--- config.mk ---
export PLATFORM = sky130hd
export DESIGN_NAME = shift_reg_univ
export DESIGN_NICKNAME = d
export VERILOG_FILES = /design/src/rtl/shift_pkg.sv /design/src/rtl/shift_step.sv /design/src/rtl/shift_reg_univ.sv
export SDC_FILE = /design/constraint.sdc
export NUM_CORES = 1
export LEC_CHECK = 0
export BUFFER_PORTS_ARGS = -buffer_cell sky130_fd_sc_hd__buf_2
export CAP_MARGIN = 10
export CORE_MARGIN = 2
export CORE_UTILIZATION = 43
export DETAILED_ROUTE_END_ITERATION = 16
export GPL_TIMING_DRIVEN = 0
export PLACE_DENSITY = 0.77
export SLEW_MARGIN = 30
export SYNTH_ARGS = -nofsm -noshare
export SYNTH_HDL_FRONTEND = slang
export SYNTH_SLANG_ARGS = --single-unit
--- constraint.sdc ---
create_clock -name clk -period 2.4 [get_ports clk]
set_clock_uncertainty 0.05 [all_clocks]
set_input_delay 0.12 -clock clk [delete_from_list [all_inputs] [get_ports clk]]
set_output_delay 0.12 -clock clk [all_outputs]
set_load 0.03 [all_outputs]
--- src/rtl/shift_pkg.sv ---
// Shared encodings for the universal shift register.
//   mode_e  : operation select carried on the 3-bit mode port
//   state_e : burst engine state
//   is_shift_mode() : true for modes that move bits (and so can run a burst)
package shift_pkg;

    typedef enum logic [2:0] {
        MODE_HOLD  = 3'd0,
        MODE_LOAD  = 3'd1,
        MODE_SHL   = 3'd2,
        MODE_SHR   = 3'd3,
        MODE_ROL   = 3'd4,
        MODE_ROR   = 3'd5,
        MODE_ASR   = 3'd6,
        MODE_HOLD7 = 3'd7
    } mode_e;

    typedef enum logic {
        ST_IDLE = 1'b0,
        ST_RUN  = 1'b1
    } state_e;

    function automatic logic is_shift_mode(input logic [2:0] m);
        return (m >= MODE_SHL) && (m <= MODE_ASR);
    endfunction

endpackage

--- src/rtl/shift_step.sv ---
// One combinational step of the universal shift register.
// Ports:
//   q        in  WIDTH  current register contents
//   s_out    in  1      current serial-out value (kept for LOAD/HOLD)
//   mode     in  3      operation (mode_e encoding)
//   s_in     in  1      serial input for SHL/SHR
//   p_in     in  WIDTH  parallel load data
//   q_next   out WIDTH  register contents after the step
//   s_next   out 1      serial-out value after the step
module shift_step
    import shift_pkg::*;
#(
    parameter int WIDTH = 8
) (
    input  logic [WIDTH-1:0] q,
    input  logic             s_out,
    input  logic [2:0]       mode,
    input  logic             s_in,
    input  logic [WIDTH-1:0] p_in,
    output logic [WIDTH-1:0] q_next,
    output logic             s_next
);

    always_comb begin
        // NOTE: every output gets a default before the case so no path leaves
        // it unassigned -- otherwise synthesis infers a latch.
        q_next = q;
        s_next = s_out;
        case (mode)
            MODE_LOAD: q_next = p_in;
            MODE_SHL: begin
                q_next = {q[WIDTH-2:0], s_in};
                s_next = q[WIDTH-1];
            end
            MODE_SHR: begin
                q_next = {s_in, q[WIDTH-1:1]};
                s_next = q[0];
            end
            MODE_ROL: begin
                q_next = {q[WIDTH-2:0], q[WIDTH-1]};
                s_next = q[WIDTH-1];
            end
            MODE_ROR: begin
                q_next = {q[0], q[WIDTH-1:1]};
                s_next = q[0];
            end
            MODE_ASR: begin
                q_next = {q[WIDTH-1], q[WIDTH-1:1]};
                s_next = q[0];
            end
            default: ;  // HOLD and code 7 leave everything as is
        endcase
    end

endmodule

--- src/rtl/shift_reg_univ.sv ---
// Parametrised universal shift register with a burst engine.
// Ports:
//   clk    in  1      rising-edge clock
//   rst_n  in  1      asynchronous active-low reset
//   en     in  1      manual single-step enable (IDLE only)
//   mode   in  3      HOLD/LOAD/SHL/SHR/ROL/ROR/ASR/HOLD
//   s_in   in  1      serial input
//   p_in   in  WIDTH  parallel load data
//   start  in  1      burst request (IDLE only, wins over en)
//   shamt  in  CW     burst step count, clamped to WIDTH
//   Q      out WIDTH  register contents
//   s_out  out 1      bit moved out by the last step
//   busy   out 1      burst in progress
//   done   out 1      one-cycle completion pulse
module shift_reg_univ
    import shift_pkg::*;
#(
    parameter  int WIDTH = 8,
    localparam int CW    = $clog2(WIDTH + 1)
) (
    input  logic             clk,
    input  logic             rst_n,
    input  logic             en,
    input  logic [2:0]       mode,
    input  logic             s_in,
    input  logic [WIDTH-1:0] p_in,
    input  logic             start,
    input  logic [CW-1:0]    shamt,
    output logic [WIDTH-1:0] Q,
    output logic             s_out,
    output logic             busy,
    output logic             done
);

    state_e           state, state_nx;
    logic [2:0]       run_mode, run_mode_nx;
    logic [CW-1:0]    cnt, cnt_nx;
    logic [CW-1:0]    eff_shamt;
    logic [2:0]       step_mode;
    logic [WIDTH-1:0] step_q, q_nx;
    logic             step_s, s_nx;
    logic             busy_nx, done_nx;

    // A single step unit serves both manual operation and the burst engine.
    assign step_mode = (state == ST_RUN) ? run_mode : mode;
    assign eff_shamt = (shamt > CW'(WIDTH)) ? CW'(WIDTH) : shamt;

    shift_step #(.WIDTH(WIDTH)) u_step (
        .q      (Q),
        .s_out  (s_out),
        .mode   (step_mode),
        .s_in   (s_in),
        .p_in   (p_in),
        .q_next (step_q),
        .s_next (step_s)
    );

    always_comb begin
        state_nx    = state;
        run_mode_nx = run_mode;
        cnt_nx      = cnt;
        q_nx        = Q;
        s_nx        = s_out;
        busy_nx     = busy;
        done_nx     = 1'b0;
        case (state)
            ST_IDLE: begin
                if (start) begin
                    run_mode_nx = mode;
                    if (!is_shift_mode(mode)) begin
                        // HOLD/LOAD complete in a single edge regardless of shamt
                        q_nx    = step_q;
                        s_nx    = step_s;
                        done_nx = 1'b1;
                    end else if (eff_shamt == '0) begin
                        // zero steps: nothing moves, completion still reported
                        done_nx = 1'b1;
                    end else begin
                        q_nx = step_q;
                        s_nx = step_s;
                        if (eff_shamt == CW'(1)) begin
                            done_nx = 1'b1;
                        end else begin
                            cnt_nx   = eff_shamt - CW'(1);
                            state_nx = ST_RUN;
                            busy_nx  = 1'b1;
                        end
                    end
                end else if (en) begin
                    q_nx = step_q;
                    s_nx = step_s;
                end
            end
            ST_RUN: begin
                q_nx   = step_q;
                s_nx   = step_s;
                cnt_nx = cnt - CW'(1);
                if (cnt == CW'(1)) begin
                    state_nx = ST_IDLE;
                    busy_nx  = 1'b0;
                    done_nx  = 1'b1;
                end
            end
            default: state_nx = ST_IDLE;
        endcase
    end

    // NOTE: clocked state uses non-blocking assignments so every register
    // samples pre-edge values; blocking here would create order-dependent races.
    always_ff @(posedge clk or negedge rst_n) begin
        if (!rst_n) begin
            state    <= ST_IDLE;
            run_mode <= MODE_HOLD;
            cnt      <= '0;
            Q        <= '0;
            s_out    <= 1'b0;
            busy     <= 1'b0;
            done     <= 1'b0;
        end else begin
            state    <= state_nx;
            run_mode <= run_mode_nx;
            cnt      <= cnt_nx;
            Q        <= q_nx;
            s_out    <= s_nx;
            busy     <= busy_nx;
            done     <= done_nx;
        end
    end

endmodule

### After elaboration in Yosys (flattened, before gate mapping)

Cells that the tools add are included.

| cells by class | value |
|---|---|
| add/subtract/negate cells | 2 |
| order comparisons | 3 |
| equal/unequal tests | 15 |
| multiplexer cells | 37 |
| bitwise logic cells | 1 |
| reductions and logical operators | 8 |

Operators by type and width:

| kind | count |
|---|---|
| 8-bit case mux with 6 select lines | 1 |
| 8-bit two-way mux | 4 |
| 4-bit two-way mux | 5 |
| 1-bit two-way mux | 19 |
| 8-bit case mux with 2 select lines | 1 |
| 1-bit case mux with 2 select lines | 5 |
| 3-bit equality test, second input constant | 3 |
| 4-bit by 1-bit equality test with 1-bit output, second input constant | 2 |
| 2-bit != test, second input constant | 4 |
| 4-bit case mux with 2 select lines | 1 |
| 4-bit by 1-bit subtractor with 4-bit output, second input constant | 2 |
| 3-bit by 2-bit equality test with 1-bit output, second input constant | 2 |
| 5-bit AND reduction | 1 |
| 4-bit greater-than comparator, second input constant | 1 |
| 4-bit logical NOT | 1 |
| 4-bit != test, second input constant | 1 |
| 2-bit AND reduction | 2 |
| 4-bit AND reduction | 1 |
| 3-bit by 1-bit equality test with 1-bit output, second input constant | 1 |
| 3-bit by 2-bit greater-or-equal comparator with 1-bit output, second input constant | 1 |
| 3-bit less-or-equal comparator, second input constant | 1 |
| 3-bit two-way mux | 1 |
| 3-bit != test, second input constant | 1 |
| 3-bit OR reduction | 1 |
| other kinds (4) | 4 |

| storage, ports and cells | value |
|---|---|
| register bits after elaboration | 19 |
| input bits | 20 |
| output and inout bits | 11 |
| word-level logic and storage cells | 73 |

### Logic depth before layout (Yosys ltp)

| depth | value |
|---|---|
| word-level depth | 8 |
| depth in mapped cells | 7 |
| depth with buffers taken out | 7 |

### Modules after synthesis

A second synthesis with hierarchy kept.

| unflattened totals | value |
|---|---|
| cell total of the unflattened synthesis | 136 |
| area, all modules | 1473.9 um2 |

Modules (own cells, without submodules):

| module | times used | cells an instance | area an instance (um2) | seq. area each (um2) |
|---|---|---|---|---|
| shift_reg_univ | 1 | 84 | 1034.7 | 475.5 |
| shift_step | 1 | 52 | 439.2 | 0.0 |

### Worst setup path after synthesis

No wires, ideal clock.

| timing path | value |
|---|---|
| path kind | reg2reg |
| start point | register state |
| end point | register Q[1] |
| setup time | 125 ps |
| arrival | 1666 ps |
| required time | 2225 ps |
| slack | 559 ps |
| stages on the path, launching flop included | 7 |
| path buffers | 1 |
| clock period less this slack | 1841 ps |
| cell sequence | dfrtp_1 > buf_6 > mux2_4 > nand2_2 > o21ai_2 > a221o_1 > mux2_2 |

| on the way | value |
|---|---|
| longest elaborated chain between the ends | 7 |
| elaborated cells between the ends (all ways) | 17 |
| those cells by class | 8 x eq/ne; 7 x mux; 1 x bitwise; 1 x reduce/logical |

RTL lines:

| element | line | text |
|---|---|---|
| start: declaration | shift_reg_univ.sv:35 | `state_e state, state_nx;` |
| start signal: assignment | shift_reg_univ.sv:120 | `state <= state_nx;` |
| 3-bit two-way mux | shift_reg_univ.sv:45 | `assign step_mode = (state == ST_RUN) ? run_mode : mode;` |
| 3-bit equality test, or another cell as far along | shift_step.sv:29 | `case (mode)` |
| 8-bit case mux with 6 select lines | shift_step.sv:29 |  |
| 8-bit two-way mux | shift_reg_univ.sv:75 | `end else if (eff_shamt == '0) begin` |
| 8-bit two-way mux | shift_reg_univ.sv:70 | `if (!is_shift_mode(mode)) begin` |
| 8-bit two-way mux | shift_reg_univ.sv:68 | `if (start) begin` |
| 8-bit case mux with 2 select lines | shift_reg_univ.sv:66 | `case (state)` |
| end signal: assignment | shift_reg_univ.sv:123 | `Q <= q_nx;` |
| end: declaration | shift_reg_univ.sv:29 | `output logic [WIDTH-1:0] Q,` |

Several ways; a longest one is shown, not always the timed one. The select of a mux whose other input is x is not followed.
A chain may end at the register's enable or synchronous reset.

### Worst setup path after layout

| timing path | value |
|---|---|
| start point | register state |
| end point | register Q[2] |

The elaborated chain is that of the path after synthesis.

==> out/metrics.cfg <==
[drt]
routed_wl_um = 3081
wl_per_cell_um = 13.82
drtAntennaViolNets = 0
vias_per_cell = 5.578
dr.pass1.iters = 4
route.detailed.drc = 0
first_iter_violations = 84
vias = 1244

[global_route]
grt_usage = 0.1779
grt_pass1_vias = 1154
grt_max_degree = 20
grt_pass1_wl_um = 4912
overflow = 0
antenna_found_initial = 0

[setup_path]
crit_type = flop to flop
startpoint_type = flop
required_ns = 2.54
cp-startpoint = state
r2r-start = state
worstSetupEndpointType = flop
cp.arrival_ns = 2.19
cp_max_fo = 8

[synthesis]
synth.most_common_cell = nand2_1
synthTopCellsByArea = dfrtp_1 34%, mux2_2 7.3%, mux2i_1 6.5%
synthArstFlopShare = 1.000
synthCells = 144
ys.flop_type = dfrtp_1
synth_cell_types = 39
synth_top_cell_area_share = 0.3411
synth_top_cell_by_area = dfrtp_1
yosysSeqAreaShare = 0.3411
synth-seq-cells = 19
synth_nets = 167
syn_area_um2 = 1394
yosysWarnings = 0
synth_edf_count = 0
syn_avg_cell_area_um2 = 9.679
synth_common_cells = 23 x nand2_1, 19 x dfrtp_1, 14 x a21oi_1, 9 x mux2_2, 9 x mux2i_1

[timing]
min_period_ns = 2.049
finalCritPeriodShare = 0.8537
grt_setup_unrepaired = false
worst_pin_slew_ns = 0.6307
final.setup.tns_ns = 0
finalSetupViolCount = 0
setup_ws_ns = 0.3511
drv_slew = 0
hold_ws_ns = 0.06503
hold_viol = 0
slew_headroom = 0.5712
fmax_mhz = 488.1

[pwr]
power_density_nw_per_um2 = 1534
irDropWorstVdd_v = 0.0005367
leakagePower_nw = 0.7429

[placement]
gp_congestion = 0.8707
placed_area_um2 = 1599
pre_cts_ws_ns = 0.2307
place_hpwl_um = 2420
port_buffers = 30

[final_layout]
stdcell_area_um2 = 1635
antenna_cells = 0
syn_to_final_growth_pct = 17.33
drive_above_1_share = 0.2905
final_nets = 203

[hold_path]
min_path_type = input pin to flop
hp-start = mode[2]

[die]
start_util = 0.4528
fp-row-count = 20
die_h_um = 60.94
ios = 31
dieArea_um2 = 3713
core_area_um2 = 3078
die_x_um = 60.94

[clock_tree]
root_buffer = clkbuf_4
hold_buffers = 1
cts_tree = built
clockBufferDepth = 2
cts_inserted_buffers = 3
post_cts.repair.setup_buffers = 0
clock_sinks = 19
clk_latency_ns = 0.29
cts_resized = 0
htreeDepth = 1
clk_pin_slew_ns = 0.11

[run_status]
status = completed

[job]
maxCapViolations = 0

-- kinds of logic (layout without fill, tap and decap cells) --
| kind of cell | after synthesis | in the layout | synth area share |
|---|---|---|---|
| fa+ha+maj | 3 | 3 | 0.02693 |
| xor+xnor | 6 | 6 | 0.05118 |
| mux | 26 | 26 | 0.2172 |
| buf+inv | 6 | 41 | 0.02244 |
| flops | 19 | 19 | 0.3411 |
| simple gates | 51 | 51 | 0.1670 |
| compound gates | 33 | 33 | 0.1742 |
-- registers in the layout (all words and copies together) (netlist names) --
name,cells
done,1
Q,8
busy,1
run_mode,3
s_out,1
cnt,4
state,1
-- layout by cell type, fill, tap and decap left out, types with 2 or more instances in the layout --
cell type,n
buf_2,31
nand2_1,23
dfrtp_1,19
a21oi_1,14
mux2i_1,9
mux2_2,9
nor2_1,8
a221o_1,6
nand2b_1,4
nand3_1,4
mux2_1,4
clkbuf_1,3
o21ai_1,3
nor3_1,3
nand4_1,3
xnor2_1,3
ha_1,3
clkbuf_4,3
inv_1,2
and2_1,2
mux2_4,2
xor2_1,2
-- metrics by stage --
step                power, mW  cells    util
floorplan               1.981    144       -
global placement        2.292    218  0.5195
detailed placement      2.359    218  0.5195
CTS                     2.528    223  0.5313
global route            2.715    223  0.5313
finish                  2.508    223  0.5313
-- layout make-up --
class,count,area [um^2]
fillers,307,1443
inverters,2,7.507
clock buffers,4,26.28
well taps,44,55.05
flip-flops and latches,19,475.5
repair buffers,31,160.2
multi-input cells,119,887.1
plain buffers,4,23.77
-- report_power, final --
part	switching, mW	internal [mW]	total [mW]	leakage (nW)
sequential	0.193	0.487	0.681	0.229
combinational	0.912	0.753	1.66	0.499
clock	0.0981	0.0647	0.163	0.0150
-- final timing paths --
kind | end | slack, ns | cells past startpoint
setup reg to reg | Q[2] | 0.35 | 5
setup / recovery | Q[2] | 0.35 | 5
max in group asynchronous | cnt[2] | 1.75 | 2
min in group asynchronous | Q[5] | 0.25 | 2
hold / removal | run_mode[2] | 0.07 | 2
hold reg to reg | s_out | 0.47 | 1
-- per-layer routing --
metal / track usage / vias up / routed length (um)
li1: - / 608 / -
met2: 0.3287 / 28 / 1632
met5: 0 / - / 0
met4: 0.05590 / 0 / 29
met1: 0.2151 / 604 / 1301
met3: 0.01919 / 4 / 116
-- worst max-delay path: stages, from the launching register on --
cell and delay [ns]:
dfrtp_1 0.44, mux2i_2 0.60, xnor2_4 0.22, a21oi_1 0.08
a221o_1 0.29, mux2_2 0.27
Note: power is estimated with default switching activity, not from simulation.
